===== src/rtl/port2axis_pack.sv =====
// Router port to AXI-Stream packer: frames incoming words by header length,
// buffers them in a FIFO and packs R words per beat, never mixing packets.
module port2axis_pack #(
    parameter int PORT_W     = 64,
    parameter int AXIS_W     = 128,
    parameter int FIFO_DEPTH = 16,
    parameter int BP_SLACK   = 4,
    parameter int LEN_LSB    = 0,
    parameter int LEN_W      = 16
) (
    input  logic                CLK,
    input  logic                RST,
    input  logic [PORT_W-1:0]   D,
    input  logic                D_VALID,
    output logic                D_BP,
    output logic [AXIS_W-1:0]   M_AXIS_TDATA,
    output logic [AXIS_W/8-1:0] M_AXIS_TKEEP,
    output logic                M_AXIS_TLAST,
    output logic                M_AXIS_TVALID,
    input  logic                M_AXIS_TREADY,
    output logic [31:0]         PKT_CNT,
    output logic                OVF
);

    localparam int R   = AXIS_W / PORT_W;
    localparam int KW  = AXIS_W / 8;
    localparam int PKW = PORT_W / 8;
    localparam int AW  = $clog2(FIFO_DEPTH);
    localparam int CW  = AW + 1;
    localparam int SW  = (R > 1) ? $clog2(R) : 1;

    typedef enum logic {HDR, BODY} frame_t;

    frame_t              frame_q, frame_d;
    logic [LEN_W-1:0]    rem_q, rem_d;
    logic [PORT_W:0]     mem_q [FIFO_DEPTH];
    logic [AW-1:0]       wr_ptr_q, wr_ptr_d, rd_ptr_q, rd_ptr_d;
    logic [CW-1:0]       cnt_q, cnt_d;
    logic                bp_q, bp_d;
    logic                ovf_q, ovf_d;
    logic [31:0]         pkt_cnt_q, pkt_cnt_d;
    logic [AXIS_W-1:0]   acc_data_q, acc_data_d;
    logic [KW-1:0]       acc_keep_q, acc_keep_d;
    logic [SW-1:0]       slot_q, slot_d;
    logic [AXIS_W-1:0]   tdata_q, tdata_d;
    logic [KW-1:0]       tkeep_q, tkeep_d;
    logic                tlast_q, tlast_d;
    logic                tvalid_q, tvalid_d;

    logic                full, empty, push, pop, drop, closes, out_free, last_in;
    logic [LEN_W-1:0]    len_in;
    logic [PORT_W-1:0]   head_data;
    logic                head_last;
    logic [AXIS_W-1:0]   beat_data;
    logic [KW-1:0]       beat_keep;

    assign full      = (cnt_q == CW'(FIFO_DEPTH));
    assign empty     = (cnt_q == '0);
    assign head_data = mem_q[rd_ptr_q][PORT_W-1:0];
    assign head_last = mem_q[rd_ptr_q][PORT_W];
    assign out_free  = !tvalid_q || M_AXIS_TREADY;
    assign closes    = head_last || (slot_q == SW'(R - 1));
    // A word that would close a beat may only leave the FIFO when the output register can take it.
    assign pop       = !empty && (!closes || out_free);
    assign push      = D_VALID && (!full || pop);
    assign drop      = D_VALID && full && !pop;
    assign len_in    = D[LEN_LSB +: LEN_W];

    always_comb begin
        frame_d = frame_q;
        rem_d   = rem_q;
        last_in = 1'b0;
        if (push) begin
            if (frame_q == HDR) begin
                if (len_in == '0) begin
                    last_in = 1'b1;
                end else begin
                    rem_d   = len_in;
                    frame_d = BODY;
                end
            end else begin
                rem_d = rem_q - LEN_W'(1);
                if (rem_q == LEN_W'(1)) begin
                    last_in = 1'b1;
                    frame_d = HDR;
                end
            end
        end
    end

    always_comb begin
        wr_ptr_d  = wr_ptr_q;
        rd_ptr_d  = rd_ptr_q;
        cnt_d     = cnt_q;
        if (push) wr_ptr_d = wr_ptr_q + AW'(1);
        if (pop)  rd_ptr_d = rd_ptr_q + AW'(1);
        if (push && !pop)      cnt_d = cnt_q + CW'(1);
        else if (pop && !push) cnt_d = cnt_q - CW'(1);
        bp_d      = (cnt_d >= CW'(FIFO_DEPTH - BP_SLACK));
        ovf_d     = ovf_q || drop;
        pkt_cnt_d = pkt_cnt_q;
        if (tvalid_q && M_AXIS_TREADY && tlast_q) pkt_cnt_d = pkt_cnt_q + 32'd1;
    end

    always_comb begin
        beat_data = acc_data_q;
        beat_keep = acc_keep_q;
        for (int k = 0; k < R; k++) begin
            if (slot_q == SW'(k)) begin
                beat_data[k*PORT_W +: PORT_W] = head_data;
                beat_keep[k*PKW +: PKW]       = '1;
            end
        end
        acc_data_d = acc_data_q;
        acc_keep_d = acc_keep_q;
        slot_d     = slot_q;
        tdata_d    = tdata_q;
        tkeep_d    = tkeep_q;
        tlast_d    = tlast_q;
        tvalid_d   = tvalid_q;
        if (tvalid_q && M_AXIS_TREADY) tvalid_d = 1'b0;
        if (pop) begin
            if (closes) begin
                tdata_d    = beat_data;
                tkeep_d    = beat_keep;
                tlast_d    = head_last;
                tvalid_d   = 1'b1;
                acc_data_d = '0;
                acc_keep_d = '0;
                slot_d     = '0;
            end else begin
                acc_data_d = beat_data;
                acc_keep_d = beat_keep;
                slot_d     = slot_q + SW'(1);
            end
        end
    end

    always_ff @(posedge CLK) begin
        if (push) mem_q[wr_ptr_q] <= {last_in, D};
    end

    always_ff @(posedge CLK) begin
        if (RST) begin
            frame_q    <= HDR;
            rem_q      <= '0;
            wr_ptr_q   <= '0;
            rd_ptr_q   <= '0;
            cnt_q      <= '0;
            bp_q       <= 1'b1;
            ovf_q      <= 1'b0;
            pkt_cnt_q  <= '0;
            acc_data_q <= '0;
            acc_keep_q <= '0;
            slot_q     <= '0;
            tdata_q    <= '0;
            tkeep_q    <= '0;
            tlast_q    <= 1'b0;
            tvalid_q   <= 1'b0;
        end else begin
            frame_q    <= frame_d;
            rem_q      <= rem_d;
            wr_ptr_q   <= wr_ptr_d;
            rd_ptr_q   <= rd_ptr_d;
            cnt_q      <= cnt_d;
            bp_q       <= bp_d;
            ovf_q      <= ovf_d;
            pkt_cnt_q  <= pkt_cnt_d;
            acc_data_q <= acc_data_d;
            acc_keep_q <= acc_keep_d;
            slot_q     <= slot_d;
            tdata_q    <= tdata_d;
            tkeep_q    <= tkeep_d;
            tlast_q    <= tlast_d;
            tvalid_q   <= tvalid_d;
        end
    end

    assign D_BP          = bp_q;
    assign OVF           = ovf_q;
    assign PKT_CNT       = pkt_cnt_q;
    assign M_AXIS_TDATA  = tdata_q;
    assign M_AXIS_TKEEP  = tkeep_q;
    assign M_AXIS_TLAST  = tlast_q;
    assign M_AXIS_TVALID = tvalid_q;

endmodule


===== config.mk =====
export PLATFORM = sky130hd
export DESIGN_NAME = port2axis_pack
export DESIGN_NICKNAME = d
export VERILOG_FILES = /design/src/rtl/port2axis_pack.sv
export SDC_FILE = /design/constraint.sdc
export NUM_CORES = 2
export LEC_CHECK = 0
export BUFFER_PORTS_ARGS = -buffer_cell sky130_fd_sc_hd__buf_4
export CORE_MARGIN = 8
export CORE_UTILIZATION = 40
export CTS_CLUSTER_DIAMETER = 150
export DETAILED_ROUTE_END_ITERATION = 10
export PLACE_DENSITY = 0.59
export SYNTH_ARGS = -nofsm -noshare
export SYNTH_HDL_FRONTEND = slang
export SYNTH_SLANG_ARGS = --single-unit

===== constraint.sdc =====
create_clock -name CLK -period 17.5 [get_ports CLK]
set_clock_uncertainty 0.15 [all_clocks]
set_input_delay 0.875 -clock CLK [delete_from_list [all_inputs] [get_ports CLK]]
set_output_delay 0.875 -clock CLK [all_outputs]
set_load 0.1 [all_outputs]

Word level (Yosys, flattened, before mapping). Memories as Yosys holds them, arrays and structs flattened. A register that Yosys moved wholly into a read port is not among the register bits. Index checks and enable logic that the tools add are counted.

Add/subtract/negate cells: 7. Magnitude comparators: 1. Equal/unequal tests: 3. Multiplexer cells: 25. Reduce and logical (&&, ||, !) cells: 23.

Operators with widths (number): $mux W128 (1); $mux W64 (2); $mux W16 (3); $add A32 B1 Y32 const B (1); $eq A16 B1 Y1 const B (1); $logic_not A16 Y1 (1); $mux W8 (2); $sub A16 B1 Y16 const B (1); $mux W1 (13); $mux W5 (2); $add A4 B1 Y4 const B (2); $logic_and A1 B1 Y1 (8); $mux W4 (2); $logic_not A1 Y1 (6); $add A5 B1 Y5 const B (1); $eq A5 B5 Y1 const B (1); $ge A5 B4 Y1 const B (1); $logic_not A5 Y1 (1); $logic_or A1 B1 Y1 (5); $sub A5 B1 Y5 const B (1); $reduce_and A2 Y1 (2); $ne A2 B2 Y1 const B (1); $add A1 B1 Y1 const B (1).

Bits in registers: 355. Bits in writable memories: 1040. Bits of input ports: 68. Output and inout bits: 180. Logic and storage cells: 75. Memories: 1.

Memories: mem_q (depth 16, bits a word 65, read ports 1, clocked after memory_dff 1, write ports 1, line 36) `logic [PORT_W:0] mem_q [FIFO_DEPTH];`.

Logic depth before layout (Yosys ltp).
Depth after elaboration: 11. Depth in mapped cells: 10. Mapped depth without buffers: 8.

Worst setup path before layout. Ideal clock, no wire load.

Path kind: reg-to-reg. Start: register with a tool-made name. End: memory mem_q[0][0] (netlist name), enable pin. Library setup time: 0.568 ns. Arrival time: 6.442 ns. Data required time: 16.782 ns. Path slack: 10.340 ns. Cell stages (with the launch flop): 9. Buffers on the path: 2. Period minus slack after synthesis: 7.160 ns. Path through: dfxtp_1 > buf_2 > mux4_2 > mux2i_1 > a32oi_2 > a21boi_0 > buf_6 > nand2_1 > nor3_1.

RTL lines (line): end, declared (36).

==> results.py <==
metrics = {
    "logic_synthesis": {
        "synth_common_cells": "edfxtp_1, dfxtp_1, nor2_1",
        "netlist_instances": 2960,
        "ys_seq_area_share_pct": 72.6,
        "yosysWarningCount": 0,
        "synth_edf_count": 1040,
        "synthArstFlopShare_pct": 0,
        "syn_nets": 3039,
        "synth_area_per_cell_um2": 17.9,
        "netlist.area_leader.share_pct": 59.0,
        "synth.most_common_cell": "edfxtp_1",
        "ys_ff_latch": 1399,
        "ys_types": 58,
        "yosysTopAreaCell": "edfxtp_1",
        "syn-cell-area_um2": 52900,
        "synthTopCellsByArea": "edfxtp_1, mux4_2, dfxtp_1",
        "ys.flop_type": "edfxtp_1",
    },
    "final_layout": {
        "syn2layout_area_growth_pct": 16.0,
        "drive_above_1_share_pct": 28.2,
        "n_fill_cell": 11200,
        "multiInputGateArea_um2": 13800,
        "register_area_um2": 38400,
        "fin_nets": 3293,
    },
    "floorplanning": {
        "die-area_um2": 144000,
        "start_util_pct": 40.3,
        "rows": 133,
        "core_um2": 131000,
        "die_x_um": 380,
        "top_level_ports": 248,
        "die_y_um": 380,
    },
    "routing": {
        "wl_um": 129000,
        "drcViolationCount": 0,
        "antenna_left": 0,
        "drt_iter0_drc": 2309,
        "viasPerCell": 5.45,
        "wl_per_cell_um": 25.3,
        "firstDrtPassIters": 7,
        "vias": 27700,
    },
    "power_and_ir_drop": {
        "p_per_area_nw_per_um2": 182,
        "leakagePower_uw": 0.0202,
        "ir_drop_mv": 0.248,
    },
    "timing": {
        "slew_viol_final": 0,
        "worst_slew_pin_slew_ns": 1.21,
        "tns_ns": 0,
        "min_period_ns": 5.07,
        "hold_viol": 0,
        "setup_ws_ns": 12.43,
        "fmax_ghz": 0.197,
        "timing.hold.ws_ns": 0.260,
        "finalCritPeriodShare_pct": 29.0,
        "rsz0062_at_grt": "no",
        "setup_violations": 0,
        "maxSlewHeadroom_pct": 19.4,
    },
    "grt": {
        "grt_pass1_wl_um": 192000,
        "grt_start_max_net_pins": 209,
        "antenna_found_initial": 8,
        "grt_pass1_vias": 28100,
        "grt_util_all_layers_pct": 17.5,
        "grt_overflow_total": 0,
    },
    "clock_tree": {
        "cts.htree.levels": 4,
        "clkLatencyLatePin_ns": 0.76,
        "clockRootBuffer": "clkbuf_16",
        "cts_setup_buffers": 0,
        "cts.path.max_buffers": 3,
        "cts_tree": "yes",
        "cts_resized": 0,
        "cts-buffers-inserted": 147,
        "clock_sinks": 1399,
        "hold_buffers": 0,
        "clk_pin_slew_ns": 0.06,
    },
    "job": {
        "drv_cap": 0,
    },
    "placement": {
        "dp.final_hpwl_um": 70300,
        "portBuffers": 247,
        "gp_congestion": 0.723,
        "place_ws_ns": 12.34,
    },
    "worst_hold_path": {
        "hold_depth": 1,
        "hp-class": "in -> reg",
        "hp-start": "D[38]",
        "worstHoldEndpoint": "mem_q[12][38]",
    },
    "worst_setup_path": {
        "crit_path_start_kind": "register",
        "cp_max_fo": 43,
        "path_class": "reg -> reg",
        "ff2ff_path_depth": 8,
        "cp.arrival_ns": 5.30,
        "reg2reg_setup_slack_ns": 12.43,
        "end_kind": "register",
        "critPathRequiredTime_ns": 17.73,
        "timing.rr.end": "mem_q[4][50]",
    },
    "run_status": {
        "status": "finished, final reports clean",
    },
}
==> how the worst max path moves through the flow <==
stage / endpoint / from / cells past startpoint / slack (ns)
floorplan: mem_q[0][0] / register / 8 / 10.34
global route: mem_q[4][50] / register / 8 / 12.23
global placement: mem_q[4][39] / register / 8 / 12.37
detailed placement: mem_q[4][42] / register / 8 / 12.34
CTS: mem_q[4][47] / register / 8 / 12.34
finish: mem_q[4][50] / register / 8 / 12.43
==> metrics by stage <==
step           cell area, um2  util (%)  total power (uW)  std cells
4_1_cts                 61400      46.7             11300       5085
3_3_place_gp            56800      43.2              8250       4820
2_1_floorplan           52900         -              7220       2960
6_report                61400      46.7             11200       5089
5_1_grt                 61400      46.7             11700       5086
3_5_place_dp            56800      43.2              8270       4820
==> cells in the final DEF (no fill, tap or decap), types with 7 or more instances in the layout <==
cell	netlist	layout
o22ai_1	10	10
clkbuf_8	0	16
a211oi_1	68	68
nand4_1	13	13
nor3_1	81	77
nor2_4	0	14
buf_4	1	294
mux2i_1	69	69
inv_1	11	10
clkinv_2	0	16
clkbuf_1	122	45
ha_1	11	11
dfxtp_1	359	354
edfxtp_1	1040	1040
xor2_1	22	22
xnor2_1	11	11
o21ai_0	21	21
bufinv_16	0	7
mux2_2	64	64
and3_1	82	82
clkinv_1	0	20
nor2_1	339	326
nand3_1	8	8
or3_1	11	11
mux4_2	323	323
nand2_1	38	37
a22oi_1	74	74
clkbuf_16	0	152
a21oi_1	37	37
o221a_2	8	8
==> power by group <==
part	switching [uW]	leakage, uW	internal (uW)
Clock	1240	0.00226	1760
Combinational	2780	0.00561	1280
Sequential	233	0.0123	3860
==> area by class of cell <==
| class | instances | share of cell area, % |
|---|---|---|
| Multi-Input combinational cell | 1357 | 22.5 |
| Clock inverter | 50 | 0.703 |
| Antenna cell | 4 | 0.0163 |
| Clock buffer | 215 | 6.85 |
| Inverter | 11 | 0.0693 |
| Sequential cell | 1399 | 62.6 |
| Timing Repair Buffer | 298 | 3.72 |
| Tap cell | 1755 | 3.58 |
==> routing by layer <==
metal  wire length (um)  up-vias  global-route usage, %
met1              57400    14500                   24.5
met5                 27        -                      0
met2              60900      737                   27.8
met4               2520        4                   4.22
met3               8070      191                   4.29
li1                   -    12300                      -
==> critical path, stage by stage, from the launching register on <==
cell,delay [ns]
dfxtp_4,0.92
buf_4,0.66
nor2b_1,0.27
a32oi_2,0.20
a21boi_1,0.23
buf_4,0.24
nand2_1,0.23
nor2_4,0.81
buf_4,0.85
==> cells by family (layout without fill, tap and decap cells) <==
| family | Yosys count | count (layout) | synth area share (%) |
|---|---|---|---|
| XOR/XNOR | 33 | 33 | 0.546 |
| adder cells (fa/ha/maj) | 11 | 11 | 0.260 |
| other | 0 | 4 | 0 |
| AO/OA/AOI/OAI | 242 | 242 | 3.24 |
| flip-flops | 1399 | 1399 | 72.6 |
| AND/OR/NAND/NOR | 615 | 615 | 5.36 |
| multiplexers | 456 | 456 | 16.4 |
| buffers and inverters | 204 | 574 | 1.60 |
==> state kept, by name, summed over array words and instances, names as in the netlist, 4 cells and up, named ones only <==
signal	cells
M_AXIS_TDATA	128
M_AXIS_TKEEP	16
PKT_CNT	32
acc_data_q	128
acc_keep_q	16
cnt_q	5
mem_q	1040
rd_ptr_q	4
rem_q	16
wr_ptr_q	4
Note: power is estimated with default switching activity, not from simulation.
